[src/rtl/string_pkg.sv]
// Shared encodings and character-class helper for the string arbiter slice.
package string_pkg;

    typedef enum logic [1:0] {StIdle, StClear, StStream, StReport} ctl_state_e;
    typedef enum logic [1:0] {MStart, MDig, MSep, MDead} match_state_e;

    localparam logic [7:0] DIGIT_LO = 8'h30;
    localparam logic [7:0] DIGIT_HI = 8'h39;

    function automatic logic is_digit(input logic [7:0] c);
        return (c >= DIGIT_LO) && (c <= DIGIT_HI);
    endfunction

endpackage

[src/rtl/digit_alt_matcher.sv]
// Recognises strings of single digits separated by single non-digits, e.g. "1a2".
module digit_alt_matcher
    import string_pkg::*;
(
    input  logic       clk,
    input  logic       clr_n,
    input  logic       clear,
    input  logic       step,
    input  logic [7:0] ch,
    output logic       accept
);

    match_state_e st_q, st_d;

    always_ff @(posedge clk) begin
        if (!clr_n) begin
            st_q <= MStart;
        end else begin
            st_q <= st_d;
        end
    end

    always_comb begin
        st_d = st_q;
        if (clear) begin
            st_d = MStart;
        end else if (step) begin
            unique case (st_q)
                MStart:  st_d = is_digit(ch) ? MDig : MDead;
                MDig:    st_d = is_digit(ch) ? MDead : MSep;
                MSep:    st_d = is_digit(ch) ? MDig : MDead;
                MDead:   st_d = MDead;
                default: st_d = MDead;
            endcase
        end
    end

    assign accept = (st_q == MDig);

endmodule

[src/rtl/string_arbiter.sv]
// Round-robin sharing of one digit/separator matcher between two character streams,
// one whole string per grant, reporting verdict, source and length.
module string_arbiter
    import string_pkg::*;
#(
    parameter int unsigned MAX_LEN = 32,
    parameter int unsigned LEN_W   = $clog2(MAX_LEN + 1)
) (
    input  logic             clk,
    input  logic             clr_n,
    input  logic [7:0]       s0_char,
    input  logic             s0_valid,
    input  logic             s0_last,
    output logic             s0_ready,
    input  logic [7:0]       s1_char,
    input  logic             s1_valid,
    input  logic             s1_last,
    output logic             s1_ready,
    output logic             res_valid,
    input  logic             res_ready,
    output logic             res_match,
    output logic             res_src,
    output logic [LEN_W-1:0] res_len,
    output logic             res_ovf
);

    ctl_state_e       state_q, state_d;
    logic             gnt_q, gnt_d;
    logic             rr_q, rr_d;
    logic [LEN_W-1:0] len_q, len_d;
    logic             ovf_q, ovf_d;

    logic             cur_valid, cur_last, acc, m_accept;
    logic [7:0]       cur_char;

    assign cur_valid = gnt_q ? s1_valid : s0_valid;
    assign cur_last  = gnt_q ? s1_last  : s0_last;
    assign cur_char  = gnt_q ? s1_char  : s0_char;
    assign acc       = cur_valid && (state_q == StStream);

    digit_alt_matcher u_matcher (
        .clk    (clk),
        .clr_n  (clr_n),
        .clear  (state_q == StClear),
        .step   (acc),
        .ch     (cur_char),
        .accept (m_accept)
    );

    always_ff @(posedge clk) begin
        if (!clr_n) begin
            state_q <= StIdle;
            gnt_q   <= 1'b0;
            rr_q    <= 1'b0;
        end else begin
            state_q <= state_d;
            gnt_q   <= gnt_d;
            rr_q    <= rr_d;
        end
    end

    always_comb begin
        state_d = state_q;
        gnt_d   = gnt_q;
        rr_d    = rr_q;
        unique case (state_q)
            StIdle: begin
                if (s0_valid || s1_valid) begin
                    state_d = StClear;
                    gnt_d   = (s0_valid && s1_valid) ? rr_q : s1_valid;
                    rr_d    = ~gnt_d;
                end
            end
            StClear:  state_d = StStream;
            StStream: if (acc && cur_last) state_d = StReport;
            StReport: if (res_ready) state_d = StIdle;
            default:  state_d = StIdle;
        endcase
    end

    // Length saturates at MAX_LEN; any further accept marks the string as overflowed.
    always_comb begin
        len_d = len_q;
        ovf_d = ovf_q;
        if (state_q == StClear) begin
            len_d = '0;
            ovf_d = 1'b0;
        end else if (acc) begin
            if (len_q == LEN_W'(MAX_LEN)) begin
                ovf_d = 1'b1;
            end else begin
                len_d = len_q + LEN_W'(1);
            end
        end
    end

    always_ff @(posedge clk) begin
        if (!clr_n) begin
            len_q <= '0;
            ovf_q <= 1'b0;
        end else begin
            len_q <= len_d;
            ovf_q <= ovf_d;
        end
    end

    always_comb begin
        s0_ready  = (state_q == StStream) && !gnt_q;
        s1_ready  = (state_q == StStream) && gnt_q;
        res_valid = (state_q == StReport);
        res_match = res_valid && m_accept && !ovf_q;
        res_src   = res_valid && gnt_q;
        res_len   = res_valid ? len_q : '0;
        res_ovf   = res_valid && ovf_q;
    end

endmodule

[config.mk]
export PLATFORM = sky130hd
export DESIGN_NAME = string_arbiter
export DESIGN_NICKNAME = d
export VERILOG_FILES = /design/src/rtl/string_pkg.sv /design/src/rtl/digit_alt_matcher.sv /design/src/rtl/string_arbiter.sv
export SDC_FILE = /design/constraint.sdc
export NUM_CORES = 1
export LEC_CHECK = 0
export ABC_AREA = 0
export CELL_PAD_IN_SITES_DETAIL_PLACEMENT = 0
export CELL_PAD_IN_SITES_GLOBAL_PLACEMENT = 1
export CORE_MARGIN = 3
export CORE_UTILIZATION = 29
export DETAILED_ROUTE_END_ITERATION = 8
export PLACE_DENSITY = 0.81
export SYNTH_ARGS = -nofsm -noshare
export SYNTH_HDL_FRONTEND = slang
export SYNTH_SLANG_ARGS = --single-unit
[constraint.sdc]
create_clock -name clk -period 2.1 [get_ports clk]
set_input_delay 0.42 -clock clk [delete_from_list [all_inputs] [get_ports clk]]
set_output_delay 0.42 -clock clk [all_outputs]
set_load 0.02 [all_outputs]
==> reports/qor.yml, run 1 <==
cts:
  cts.path.max_buffers: 2
  cts_root_buf: "clkbuf_4"
  clkTransAtPathRegs_ns: 0.07
  post_cts_buffers: 0
  htreeDepth: 1
  cts_made_buffers: 3
  cts_tree: "built"
  cts_sinks: 13
  clk_latency_ns: 0.28
logic_synthesis:
  yosysUniqueCellTypes: 37
  avgSynthCellArea_um2: 8.563
  ys_warn_count: 0
  synth_ff_type: "dfxtp_1"
  async_reset_ff_share_pct: 0
  seq_area_frac_synth_pct: 31.66
  muxShareOfSynthArea_pct: 2.588
  yosys.area_share.simple_pct: 30.90
  synth-compound-area-share_pct: 18.72
  synthAdderAreaFrac_pct: 9.132
  synth_edf_count: 0
  synth_nets: 125
  synth-seq-cells: 13
  netlist_instances: 96
  netlist_area_um2: 822.0
  synthXorXnorAreaFrac_pct: 3.196
  synth_top_family_by_area: "simple AND/OR/NAND/NOR gates"
setup_path:
  worst_path_max_delay_cell: "dfxtp_1"
  cp_max_fo: 5
  cpPeakStageDelay_ns: 0.39
  endpoint_kind: "primary output"
  rr_endpoint: "len_q[3]$_SDFFE_PP0P_"
  cp.arrival_ns: 1.53
  r2r_cells: 6
  r2r_start: "len_q[0]$_SDFFE_PP0P_"
  crit_type: "register to primary output"
  crit_chain: "ha_2, buf_4, and2_1, dlygate4sd2_1"
  rrSetupSlack_ns: 0.45
  cp.required_ns: 1.68
  start_kind: "register"
timing:
  tns_ns: 0
  final.period_utilization_pct: 92.65
  setup-violations-final: 0
  slew_headroom_pct: 80.48
  fmax_mhz: 514.0
  skew_ns: 0.006341
  timing.final.ws_setup_ns: 0.1544
  slew_viol_final: 0
  holdWs_ns: 0.4840
  min_period_ns: 1.946
  rsz0062_at_grt: "no"
  worst_pin_slew_ns: 0.2923
  finalHoldViolations: 0
detailed_routing:
  viasPerCell: 4.963
  drt-met1-wl_um: 853
  wl_met3_um: 174
  postRouteAntennaNets: 0
  vias: 814
  dr.pass1.iters: 3
  routed_wl_mm: 2.045
  drtIter0Drc: 6
  wl_met2_um: 981
  post-route-drc-count: 0
  wire_per_inst_um: 12.47
  dr.max_layer_used: "met4"
placement:
  preCtsSetupSlack_ns: 0.1271
  place.gp.congestion: 0.7779
  hpwlAfterDp_mm: 1.669
  place.port_buffers: 32
  dpl_cell_area_um2: 1197
  dp.cells: 160
finish:
  fin_nets: 164
  final_area_um2: 1222
  final_util_pct: 47.20
  final_common_cell: "clkdlybuf4s50_1"
  fin_cells: 164
  fill_cells: 268
  final_cell_mix: "clkdlybuf4s50_1, dfxtp_1, nor2_1, and2_1, dlygate4sd2_1"
  drive_gt1_share_pct: 12.69
  antenna-diode-count: 0
  area_delta_synth_final_pct: 48.71
floorplan:
  floorplan.rows: 18
  start_util_pct: 31.74
  dieArea_um2: 3509
  ios: 35
  die_x_um: 59.24
  die_h_um: 59.24
  coreArea_um2: 2590
global_route:
  grt_antenna_before_repair: 0
  track_usage_pct: 13.02
  overflow: 0
  grt_pass1_wl_mm: 3.505
  grt_pass1_vias: 835
  grt_max_degree: 10
hold_path:
  hold_path_startpoint: "rr_q$_SDFFE_PN0P_"
  hold_class: "register to register"
  holdPathEnd: "rr_q$_SDFFE_PN0P_"
  whs_path_depth: 1
power_and_ir_drop:
  internal_power_uw: 539.7
  power_frac_comb_pct: 43.4
  cellPowerDensity_nw_per_um2: 695.7
  seqPwrFrac_pct: 38.0
  ir_drop_v: 0.0003407
  p_sw_uw: 310.8
  clkPwrFrac_pct: 18.6
  switching_share_pct: 36.54
  p_leak_nw: 0.5660
  total_power_uw: 850.5
outcome:
  status: "finished clean"
job:
  cap_violations: 0
[layer usage]
metal  vias up  GRT usage (%)
met1       364          14.15
met4         0          5.825
met5         -              0
met3         5          2.832
met2        26          23.71
li1        419              -
[sequential cells by signal, summed over array words and instances, names as in the netlist]
| register | count |
|---|---|
| u_matcher.st_q | 2 |
| rr_q | 1 |
| gnt_q | 1 |
| state_q | 2 |
| len_q | 6 |
| ovf_q | 1 |
[worst max-delay path: cells and delay by family, from the launching register on]
kind                       cells  cell delay [ns]
DFF                            1             0.39
and+or+nand+nor                1             0.12
buffers and inverters          2             0.48
adders and majority gates      1             0.26
[repair_timing]
| item | 4_1_cts | 5_1_grt |
|---|---|---|
| resized for setup | 10 | 3 |
| hold buffers | 0 | 0 |
| endpoints found under the setup margin | 10 | 3 |
[synth_stat cells (all sizes together) (2+ instances only)]
master	n	area share [%]
nor3	3	1.8
a31o	2	2.1
nand2b	3	2.3
dfxtp	13	32
ha	6	9.1
nand2	5	2.3
nor2	10	4.6
o21ai	2	1.2
a21oi	7	4.7
inv	7	3.2
and2	11	8.7
xnor2	2	2.1
nor2b	3	2.3
nand4	2	1.5
[final cells by class]
| class | count | area (um^2) | share of cell area [%] |
|---|---|---|---|
| clock buffer | 4 | 26.28 | 2.149 |
| inverter | 7 | 26.28 | 2.149 |
| multi-input combinational | 75 | 533.0 | 43.60 |
| sequential | 13 | 260.3 | 21.29 |
| tap | 30 | 37.54 | 3.071 |
| timing repair buffer | 35 | 339.1 | 27.74 |
[worst max path at each step]
stage                            startpoint         end  slack, ns  cells after the start
global route        state_q[0]$_SDFFE_PN0P_  res_len[0]       0.07                      4
floorplan           state_q[0]$_SDFFE_PN0P_   res_match       0.24                      2
CTS                 state_q[0]$_SDFFE_PN0P_   res_valid      0.008                      3
global placement    state_q[0]$_SDFFE_PN0P_   res_match       0.13                      3
finish              state_q[0]$_SDFFE_PN0P_  res_len[1]       0.15                      4
detailed placement  state_q[0]$_SDFFE_PN0P_   res_match       0.13                      3
[kinds of logic (layout without fill, tap and decap cells)]
| group | after synthesis | count (layout) |
|---|---|---|
| flops | 13 | 13 |
| mux | 2 | 2 |
| fa+ha+maj | 6 | 6 |
| xor+xnor | 3 | 3 |
| compound gates | 20 | 20 |
| buf+inv | 8 | 46 |
| simple gates | 44 | 44 |
[power groups by stage]
| stage | logic [mW] | registers (mW) | clock network (mW) |
|---|---|---|---|
| CTS | 0.377 | 0.323 | 0.162 |
| detailed placement | 0.376 | 0.328 | 0 |
| floorplan | 0.246 | 0.311 | 0 |
| global route | 0.419 | 0.333 | 0.179 |
| finish | 0.370 | 0.323 | 0.158 |
| global placement | 0.363 | 0.325 | 0 |
Power figures use the tool's default switching activity.
==> run 2, diff against run 1 <==
--- a/config.mk
+++ b/config.mk
@@ -8,6 +8,7 @@
 export ABC_AREA = 0
 export CELL_PAD_IN_SITES_DETAIL_PLACEMENT = 0
 export CELL_PAD_IN_SITES_GLOBAL_PLACEMENT = 1
+export CORE_ASPECT_RATIO = 2
 export CORE_MARGIN = 3
 export CORE_UTILIZATION = 29
 export DETAILED_ROUTE_END_ITERATION = 8
==> reports/qor.yml, run 2 (same netlist as run 1, synthesis figures left out) <==
power_and_ir_drop:
  cellPowerDensity_nw_per_um2: 748.9  # +7.6%
  ir_drop_v: 0.0006204  # +82%
  power_frac_comb_pct: 41.4  # -2.0 points
  p_sw_uw: 321.3  # +3.4%
  clkPwrFrac_pct: 23.9  # +5.3 points
  seqPwrFrac_pct: 34.7  # -3.3 points
  internal_power_uw: 600.8  # +11%
  switching_share_pct: 34.85  # -1.7 points
  p_leak_nw: 0.5395  # -4.7%
setup_path:
  cp.required_ns: 1.68  # about the same
  r2r_cells: 5  # -1
  startpoint: "state_q[1]$_SDFFE_PN0P_"
  rr_endpoint: "len_q[2]$_SDFFE_PP0P_"
  r2r_start: "len_q[0]$_SDFFE_PP0P_"
  endpoint_kind: "primary output"
  crit_type: "register to primary output"
  cp.arrival_ns: 1.56  # +0.03 ns
  cp_max_fo: 4  # -1
  cp-endpoint: "res_src"
  rrSetupSlack_ns: 0.49  # +0.04 ns
  start_kind: "register"
floorplan:
  floorplan.rows: 26  # +8
  coreArea_um2: 2635  # +1.7%
  die_x_um: 43.65  # -26%
  die_h_um: 81.30  # +37%
  ios: 35  # unchanged
  dieArea_um2: 3548  # +1.1%
  start_util_pct: 31.20  # -0.54 points
finish:
  multi_input_area_um2: 530.5  # -0.47%
  fin_cells: 162  # -1.2%
  regArea_um2: 260.3  # unchanged
  antenna-diode-count: 0  # unchanged
  fin_nets: 164  # unchanged
  drive_gt1_share_pct: 11.94  # -0.75 points
  largest_reg_flops: 6  # unchanged
  final_common_cell: "clkdlybuf4s50_1"
  final_cell_mix: "clkdlybuf4s50_1, dfxtp_1, nor2_1, and2_1, dlygate4sd2_1"
  fill_cells: 273  # +1.9%
  reg_top3: "len_q: 6 flops, state_q: 2 flops, u_matcher.st_q: 2 flops"
  regMostFlops: "len_q"
  area_delta_synth_final_pct: 49.77
timing:
  fmax_mhz: 504.1  # -1.9%
  tns_ns: 0  # unchanged
  finalHoldViolations: 0  # unchanged
  worst_pin_slew_ns: 0.3306  # +0.03830 ns
  skew_ns: 0.003338  # -0.003003 ns
  slew_headroom_pct: 77.91  # -2.6 points
  slew_viol_final: 0  # unchanged
  rsz0062_at_grt: "no"
  min_period_ns: 1.984  # +0.03801 ns
  setup-violations-final: 0  # unchanged
  final.period_utilization_pct: 94.46  # +1.8 points
cts:
  cts_sinks: 13  # unchanged
  cts_root_buf: "clkbuf_8"
  cts.path.max_buffers: 2  # unchanged
  clk_latency_ns: 0.24  # -0.04 ns
  cts_tree: "built"
  htreeDepth: 1  # unchanged
  clkTransAtPathRegs_ns: 0.05  # -0.02 ns
  ctsHoldBuffers: 0  # unchanged
  post_cts_buffers: 0  # unchanged
  cts_made_buffers: 3  # unchanged
global_route:
  track_usage_pct: 12.98  # -0.038 points
  grt_antenna_before_repair: 0  # unchanged
  grt_pass1_wl_mm: 3.505  # unchanged
  overflow: 0  # unchanged
  grt_pass1_vias: 784  # -6.1%
  grt_max_degree: 10  # unchanged
placement:
  place.port_buffers: 32  # unchanged
  hpwlAfterDp_mm: 1.708  # +2.3%
  place.gp.congestion: 0.7730  # -0.63%
  dp.cells: 158  # -1.3%
outcome:
  status: "finished clean"
detailed_routing:
  dr.pass1.iters: 4  # +1
  vias: 821  # +0.86%
  drtIter0Drc: 19  # +13
  post-route-drc-count: 0  # unchanged
  routed_wl_mm: 2.124  # +3.9%
  wire_per_inst_um: 13.11  # +5.1%
  postRouteAntennaNets: 0  # unchanged
  viasPerCell: 5.068  # +2.1%
hold_path:
  hold_class: "register to register"
job:
  cap_violations: 0  # unchanged
-- run 2: metrics by stage --
| stage | setup slack [ns] | area (um^2) | utilization, % | hold slack, ns | power (mW) |
|---|---|---|---|---|---|
| after global routing | 0.04753 | 1231 | 46.72 | 0.4955 | 0.9968 |
| after floorplan | 0.2425 | 822.0 | - | 0.4386 | 0.5575 |
| after CTS | 0.05736 | 1229 | 46.63 | 0.4796 | 0.9329 |
| after global placement | 0.2164 | 1195 | 45.35 | 0.4534 | 0.6961 |
| final | 0.1164 | 1231 | 46.72 | 0.4826 | 0.9221 |
| after detailed placement | 0.1987 | 1195 | 45.35 | 0.4717 | 0.7158 |
-- run 2: worst min path at each step --
stage / startpoint / endpoint / slack (ns) / cells past startpoint
floorplan: rr_q$_SDFFE_PN0P_ / rr_q$_SDFFE_PN0P_ / 0.44 / 1
global placement: rr_q$_SDFFE_PN0P_ / rr_q$_SDFFE_PN0P_ / 0.45 / 1
detailed placement: rr_q$_SDFFE_PN0P_ / rr_q$_SDFFE_PN0P_ / 0.47 / 1
CTS: rr_q$_SDFFE_PN0P_ / rr_q$_SDFFE_PN0P_ / 0.48 / 1
global route: rr_q$_SDFFE_PN0P_ / rr_q$_SDFFE_PN0P_ / 0.50 / 1
finish: rr_q$_SDFFE_PN0P_ / rr_q$_SDFFE_PN0P_ / 0.48 / 1
-- run 2: power by group through the flow --
stage / clock network (mW) / logic (mW) / registers [mW]
floorplan: 0 / 0.246 / 0.311
global placement: 0 / 0.376 / 0.320
detailed placement: 0 / 0.391 / 0.324
CTS: 0.227 / 0.386 / 0.319
global route: 0.247 / 0.426 / 0.325
finish: 0.221 / 0.382 / 0.320
-- run 2: area by class of cell --
| cell class | count | share of cell area [%] |
|---|---|---|
| Inverter | 7 | 2.134 |
| Sequential cell | 13 | 21.14 |
| Timing Repair Buffer | 35 | 27.13 |
| Multi-Input combinational cell | 75 | 43.09 |
| Tap cell | 28 | 2.846 |
| Clock buffer | 4 | 3.659 |
-- run 2: critical path, stage by stage (launching register included) --
cell and delay, ns:
dfxtp_1 0.36, ha_1 0.23, and2_1 0.14, clkdlybuf4s50_1 0.59
-- run 2: what timing repair did --
item	CTS	global route
setup endpoints to repair	9	1
pin swaps	0	0
cloned	0	0
gates resized for setup	9	1
hold endpoints to repair	0	0
-- run 2: routing by layer --
metal / share of wire, % / track usage, % / wire [um] / vias up
li1: - / - / - / 414
met1: 38 / 13.25 / 810 / 378
met2: 54 / 23.68 / 1156 / 24
met3: 5.1 / 2.882 / 109 / 5
met4: 2.3 / 6.344 / 48 / 0
met5: 0 / 0 / 0 / -
